===== src/rtl/run_det_pkg.sv =====
// Shared encodings and helpers for the run detector.
// The state and mode codes drive board LEDs directly, so their values are fixed.
package run_det_pkg;

   // Run state: which polarity the current run is made of.
   // ST_BAD is never entered in normal operation.
   // It is named so that the FSM can recover from it explicitly.
   typedef enum logic [1:0] {
      ST_IDLE = 2'b00,
      ST_ZERO = 2'b01,
      ST_ONE  = 2'b10,
      ST_BAD  = 2'b11
   } state_t;

   // Detection polarity filter applied to the z flag and to hit counting.
   typedef enum logic [1:0] {
      MODE_BOTH  = 2'b00,
      MODE_ONES  = 2'b01,
      MODE_ZEROS = 2'b10,
      MODE_OFF   = 2'b11
   } mode_t;

   // Returns 1 when the given mode allows reporting a run held in the given state.
   // IDLE and the unreachable code never qualify, whatever the mode.
   function automatic logic mode_permits(input state_t st, input mode_t md);
      logic allow;
      allow = 1'b0;
      case (md)
         MODE_BOTH:  allow = (st == ST_ZERO) || (st == ST_ONE);
         MODE_ONES:  allow = (st == ST_ONE);
         MODE_ZEROS: allow = (st == ST_ZERO);
         default:    allow = 1'b0;
      endcase
      return allow;
   endfunction

   // Maps a sample value to the run state that a run of that value occupies.
   function automatic state_t polarity_state(input logic sample);
      return sample ? ST_ONE : ST_ZERO;
   endfunction

endpackage


===== src/rtl/sat_counter.sv =====
// Saturating up-counter with a synchronous clear and an asynchronous active-low reset.
// When clear and increment arrive on the same edge, the clear takes effect.
// Once the count reaches all-ones it stays there until it is cleared.
module sat_counter #(
   parameter int W = 8
) (
   input  logic         clk,
   input  logic         reset,
   input  logic         inc,
   input  logic         clr,
   output logic [W-1:0] count
);

   localparam logic [W-1:0] LP_MAX = {W{1'b1}};
   localparam logic [W-1:0] LP_ONE = {{(W-1){1'b0}}, 1'b1};

   logic [W-1:0] r_count;

   // Count register: reset, then clear, then increment unless already at the ceiling.
   always_ff @(posedge clk or negedge reset) begin
      if (!reset) begin
         r_count <= '0;
      end else if (clr) begin
         r_count <= '0;
      end else if (inc && (r_count != LP_MAX)) begin
         r_count <= r_count + LP_ONE;
      end
   end

   assign count = r_count;

endmodule


===== src/rtl/run_detector.sv =====
// Run detector: flags RUN_LEN consecutive equal samples on w.
// The detection can be filtered by polarity (mode).
// A full-length run either holds (saturates) or restarts (retrig).
// Each qualifying completion of a run is counted in the saturating hits counter.
module run_detector
   import run_det_pkg::*;
#(
   parameter int RUN_LEN = 4,
   parameter int CNT_W   = $clog2(RUN_LEN + 1),
   parameter int HIT_W   = 8
) (
   input  logic             clk,
   input  logic             reset,
   input  logic             en,
   input  logic             w,
   input  logic [1:0]       mode,
   input  logic             retrig,
   input  logic             clr,
   output logic             z,
   output logic [1:0]       State,
   output logic [CNT_W-1:0] run_count,
   output logic [HIT_W-1:0] hits
);

   localparam logic [CNT_W-1:0] LP_FULL   = CNT_W'(RUN_LEN);
   localparam logic [CNT_W-1:0] LP_PENULT = CNT_W'(RUN_LEN - 1);
   localparam logic [CNT_W-1:0] LP_ONE    = CNT_W'(1);

   state_t           r_state;
   logic [CNT_W-1:0] r_run_count;

   state_t           w_next_state;
   logic [CNT_W-1:0] w_next_count;
   logic             w_hit_inc;
   logic             w_run_bit;
   logic             w_same;
   mode_t            w_mode;

   assign w_mode    = mode_t'(mode);
   assign w_run_bit = (r_state == ST_ONE);
   assign w_same    = (w == w_run_bit);

   // State and run-length registers.
   // Both clear at once when reset is asserted, without waiting for a clock edge.
   always_ff @(posedge clk or negedge reset) begin
      if (!reset) begin
         r_state     <= ST_IDLE;
         r_run_count <= '0;
      end else begin
         r_state     <= w_next_state;
         r_run_count <= w_next_count;
      end
   end

   // Next state and run length.
   // This block also produces the one-edge pulse that bumps hits.
   // That pulse fires only on the RUN_LEN-1 -> RUN_LEN step, so a held, saturated run is counted once.
   // The unreachable state code is recovered to IDLE on any edge, enabled or not.
   always_comb begin
      w_next_state = r_state;
      w_next_count = r_run_count;
      w_hit_inc    = 1'b0;
      if (r_state == ST_BAD) begin
         w_next_state = ST_IDLE;
         w_next_count = '0;
      end else if (en) begin
         if (r_state == ST_IDLE) begin
            w_next_state = polarity_state(w);
            w_next_count = LP_ONE;
         end else if (w_same) begin
            if (r_run_count < LP_FULL) begin
               w_next_count = r_run_count + LP_ONE;
               if ((r_run_count == LP_PENULT) && mode_permits(r_state, w_mode)) begin
                  w_hit_inc = 1'b1;
               end
            end else if (retrig) begin
               w_next_count = LP_ONE;
            end
         end else begin
            w_next_state = polarity_state(w);
            w_next_count = LP_ONE;
         end
      end
   end

   // Hit counter.
   // A clear on the same edge as a completing run leaves hits at zero.
   sat_counter #(
      .W(HIT_W)
   ) u_hits (
      .clk  (clk),
      .reset(reset),
      .inc  (w_hit_inc),
      .clr  (clr),
      .count(hits)
   );

   // Moore detect flag.
   // It is decoded from the registered run and the live mode, so a mode change shows up without a clock edge.
   always_comb begin
      z = (r_run_count == LP_FULL) && mode_permits(r_state, w_mode);
   end

   assign State     = r_state;
   assign run_count = r_run_count;

endmodule


===== config.mk =====
export PLATFORM = sky130hd
export DESIGN_NAME = run_detector
export DESIGN_NICKNAME = d
export VERILOG_FILES = /design/src/rtl/run_det_pkg.sv /design/src/rtl/sat_counter.sv /design/src/rtl/run_detector.sv
export SDC_FILE = /design/constraint.sdc
export NUM_CORES = 1
export LEC_CHECK = 0
export BUFFER_PORTS_ARGS = -buffer_cell sky130_fd_sc_hd__buf_4
export CORE_MARGIN = 2
export CORE_UTILIZATION = 49
export CTS_BUF_LIST = sky130_fd_sc_hd__clkbuf_16
export DETAILED_ROUTE_END_ITERATION = 6
export PLACE_DENSITY = 0.75
export SYNTH_ARGS = -nofsm -noshare
export SYNTH_HDL_FRONTEND = slang
export SYNTH_SLANG_ARGS = --single-unit

===== constraint.sdc =====
create_clock -name clk -period 3.2 [get_ports clk]
set_clock_uncertainty 0.2 [all_clocks]
set_input_delay 0.8 -clock clk [delete_from_list [all_inputs] [get_ports clk]]
set_output_delay 0.8 -clock clk [all_outputs]
set_load 0.02 [all_outputs]

==> impl_metrics.csv <==
group,metric,value,unit
routing,route.detailed.drc,0,
synth,synth_most_common_cell,"dfrtp_1",
synth,synth_flop_cell,"dfrtp_1",
critical_path,r2r_cells,7,
final_layout,drive_gt1_share,27.68,%
timing,fin_hold_ws,0.1919,ns
grt,antenna_found_initial,0,
critical_path,max_stage_delay,0.40,ns
cts,path_clk_slew,0.04,ns
timing,tightest_slew,0.4670,ns
routing,firstDrtPassIters,4,
critical_path,cp_max_fo,6,
cts,insertion_delay,0.24,ns
grt,grt_overflow,0,
critical_path,reg2reg_slack,0.92,ns
grt,grt_pass1_wl,2.856,mm
critical_path,critPathLaunchType,"register",
synth,synthDistinctLibCells,29,
place,place_congestion,0.7771,
critical_path,cp.required,2.20,ns
cts,cts_setup_buffers,0,
synth,synth-simple-area-share,28.59,%
final_layout,final_nets,128,
synth,yosys.area.top_type,"dfrtp_1",
cts,cts_resized,0,
cts,clockBufferDepth,2,
timing,min_period,2.680,ns
floorplanning,die_h,45.52,um
critical_path,critical_path.slowest_cell,"dfrtp_1",
floorplanning,io_pins,22,
synth,synth_area_leaders,"dfrtp_1 39%, ha_1 10%, xnor2_1 5.2%",
synth,yosysSeqAreaShare,38.52,%
synth,yosysTopAreaCellShare,38.52,%
floorplanning,die_area,0.002072,mm2
timing,fmax,373.1,MHz
routing,ant_nets,0,
place,place_ws,0.6222,ns
final_layout,syn2layout_area_growth,29.93,%
cts,cts_root_buffer,"clkbuf_16",
pwr,leakage,0.5381,nW
synth,yosys_register_bits,13,
floorplanning,fp.dieW,45.52,um
synth,synthAdderAreaFrac,10.37,%
synth,synth_nets,103,
synth,synth_compound_area_share,7.259,%
final_layout,fill_cells,131,
synth,avgSynthCellArea,9.597,um2
timing,fin_ws,0.5199,ns
routing,drt_first_iter_violations,7,
grt,grt_use_total,19.92,%
critical_path,crit_chain,"inv_1 -> ha_1 -> mux2i_1 -> o22a_2 -> nor2_1 -> buf_4",
timing,final_hold_viol_count,0,
routing,num_vias,695,
floorplanning,start_util,54.17,%
critical_path,reg2reg_from,"State[0]",
final_layout,diodes,0,
status,outcome,"complete, no violations",
floorplanning,core,0.001559,mm2
timing,slew_viol_final,0,
timing,setup-violations-final,0,
pwr,ir_drop,0.4898,mV
cts,cts_tree,"done",
synth,synth_top_family_by_area,"simple AND/OR/NAND/NOR gates",
synth,synth-edff-count,0,
grt,grt_max_degree,14,
synth,synth_xor_area_share,7.111,%
cts,cts_buffers,3,
routing,viasPerCell,5.430,
routing,routed_wl,1.667,mm
cts,cts_hold_buffers,0,
grt,grt_pass1_vias,681,
synth,synthMuxAreaShare,5.481,%
routing,avgRoutedWirePerCell,13.02,um
critical_path,crit_type,"reg2out",
synth,synthTopCellsByCount,"13 x dfrtp_1, 11 x nor2_1, 10 x nand2_1",
synth,netlist_area,844.6,um2
run,drv_cap,0,
place,place_hpwl,1.298,mm
synth,async_flop_share,100.0,%
place,port_buffers,21,
cts,clock-sinks,13,
timing,rsz0062_at_grt,"false",
cts,cts_htree_levels,1,
synth,yosys_warnings,0,
pwr,p_per_area,706.0,mW/mm2
worst_hold_path,hold_class,"in2async",
critical_path,worstReg2RegEnd,"u_hits.count[4]",
floorplanning,rows,14,
critical_path,endpoint_kind,"output pin",
critical_path,arrival,1.68,ns
timing,min_period_over_period,83.75,%
timing,max_slew_margin,68.54,%
synth,synthCells,88,
timing,fin_tns_setup,0,ns
where the power goes:
group          switching, mW  internal, mW  total, mW
clock network         0.0665         0.164      0.231
registers             0.0339         0.193      0.227
logic                  0.185         0.132      0.317
total                  0.285         0.490      0.775
registers in the layout, summed over array words and instances, names as in the netlist:
| signal | cells |
|---|---|
| State | 2 |
| run_count | 3 |
| u_hits.count | 8 |
metrics by stage:
stage          std cells  util (%)  power, mW  cell area [um2]
2_1_floorplan         88         -     0.4426            844.6
3_3_place_gp         124     65.33     0.5372             1018
3_5_place_dp         124     65.33     0.5497             1018
4_1_cts              128     70.39     0.7823             1097
5_1_grt              128     70.39     0.8288             1097
6_report             128     70.39     0.7747             1097
routing by layer:
metal,track usage (%),vias up,part of all wire (%)
li1,-,354,-
met1,23.16,313,43
met2,33.24,22,48
met3,5.159,6,6.1
met4,10.59,0,2.4
met5,0,-,0
cell type report:
type	instances	area, um2	share of cell area (%)
sequential	13	325.3	29.65
clock inverter	1	3.754	0.3421
timing repair buffer	21	157.7	14.37
clock buffer	3	75.07	6.842
tap	16	20.02	1.824
inverter	5	18.77	1.710
multi-input combinational	69	496.7	45.27
logic make-up (layout without fill, tap and decap cells):
logic type                 Yosys count  count (layout)
xor gates and xnor gates             6               6
DFF                                 13              13
muxes                                4               4
adders and majority gates            7               7
buffers and inverters                6              30
AOI/OAI and AO/OA                   10              10
and+or+nand+nor                     42              42
worst max-delay path: cells and delay by family (launching register included):
kind	cells	cell delay [ns]
compound gates	1	0.25
fa+ha+maj	1	0.32
buf+inv	2	0.25
flops	1	0.40
mux	1	0.15
simple gates	1	0.07
how the worst max path moves through the flow:
stage	start	endpoint	slack, ns	cells after the start
final	State[0]	z	0.52	6
after global routing	State[0]	z	0.40	6
after CTS	State[0]	z	0.51	6
after detailed placement	mode[1]	z	0.62	5
after global placement	mode[1]	z	0.64	5
after floorplan	State[0]	z	0.67	5
cell usage in the layout, fill, tap and decap left out, types with 2 or more instances in the layout:
| cell | netlist | layout |
|---|---|---|
| a21oi_1 | 3 | 3 |
| nor4_1 | 3 | 3 |
| nand2_1 | 10 | 10 |
| xnor2_1 | 5 | 5 |
| o21ai_0 | 4 | 4 |
| clkbuf_16 | 0 | 3 |
| mux2i_1 | 2 | 2 |
| nand2b_1 | 2 | 2 |
| inv_1 | 5 | 6 |
| dfrtp_1 | 13 | 13 |
| and3_1 | 3 | 3 |
| buf_4 | 0 | 21 |
| nor2b_1 | 2 | 2 |
| nor2_1 | 11 | 11 |
| nand4_1 | 2 | 2 |
| nand4b_1 | 2 | 2 |
| ha_1 | 7 | 7 |
(Power assumes the default switching activity.)
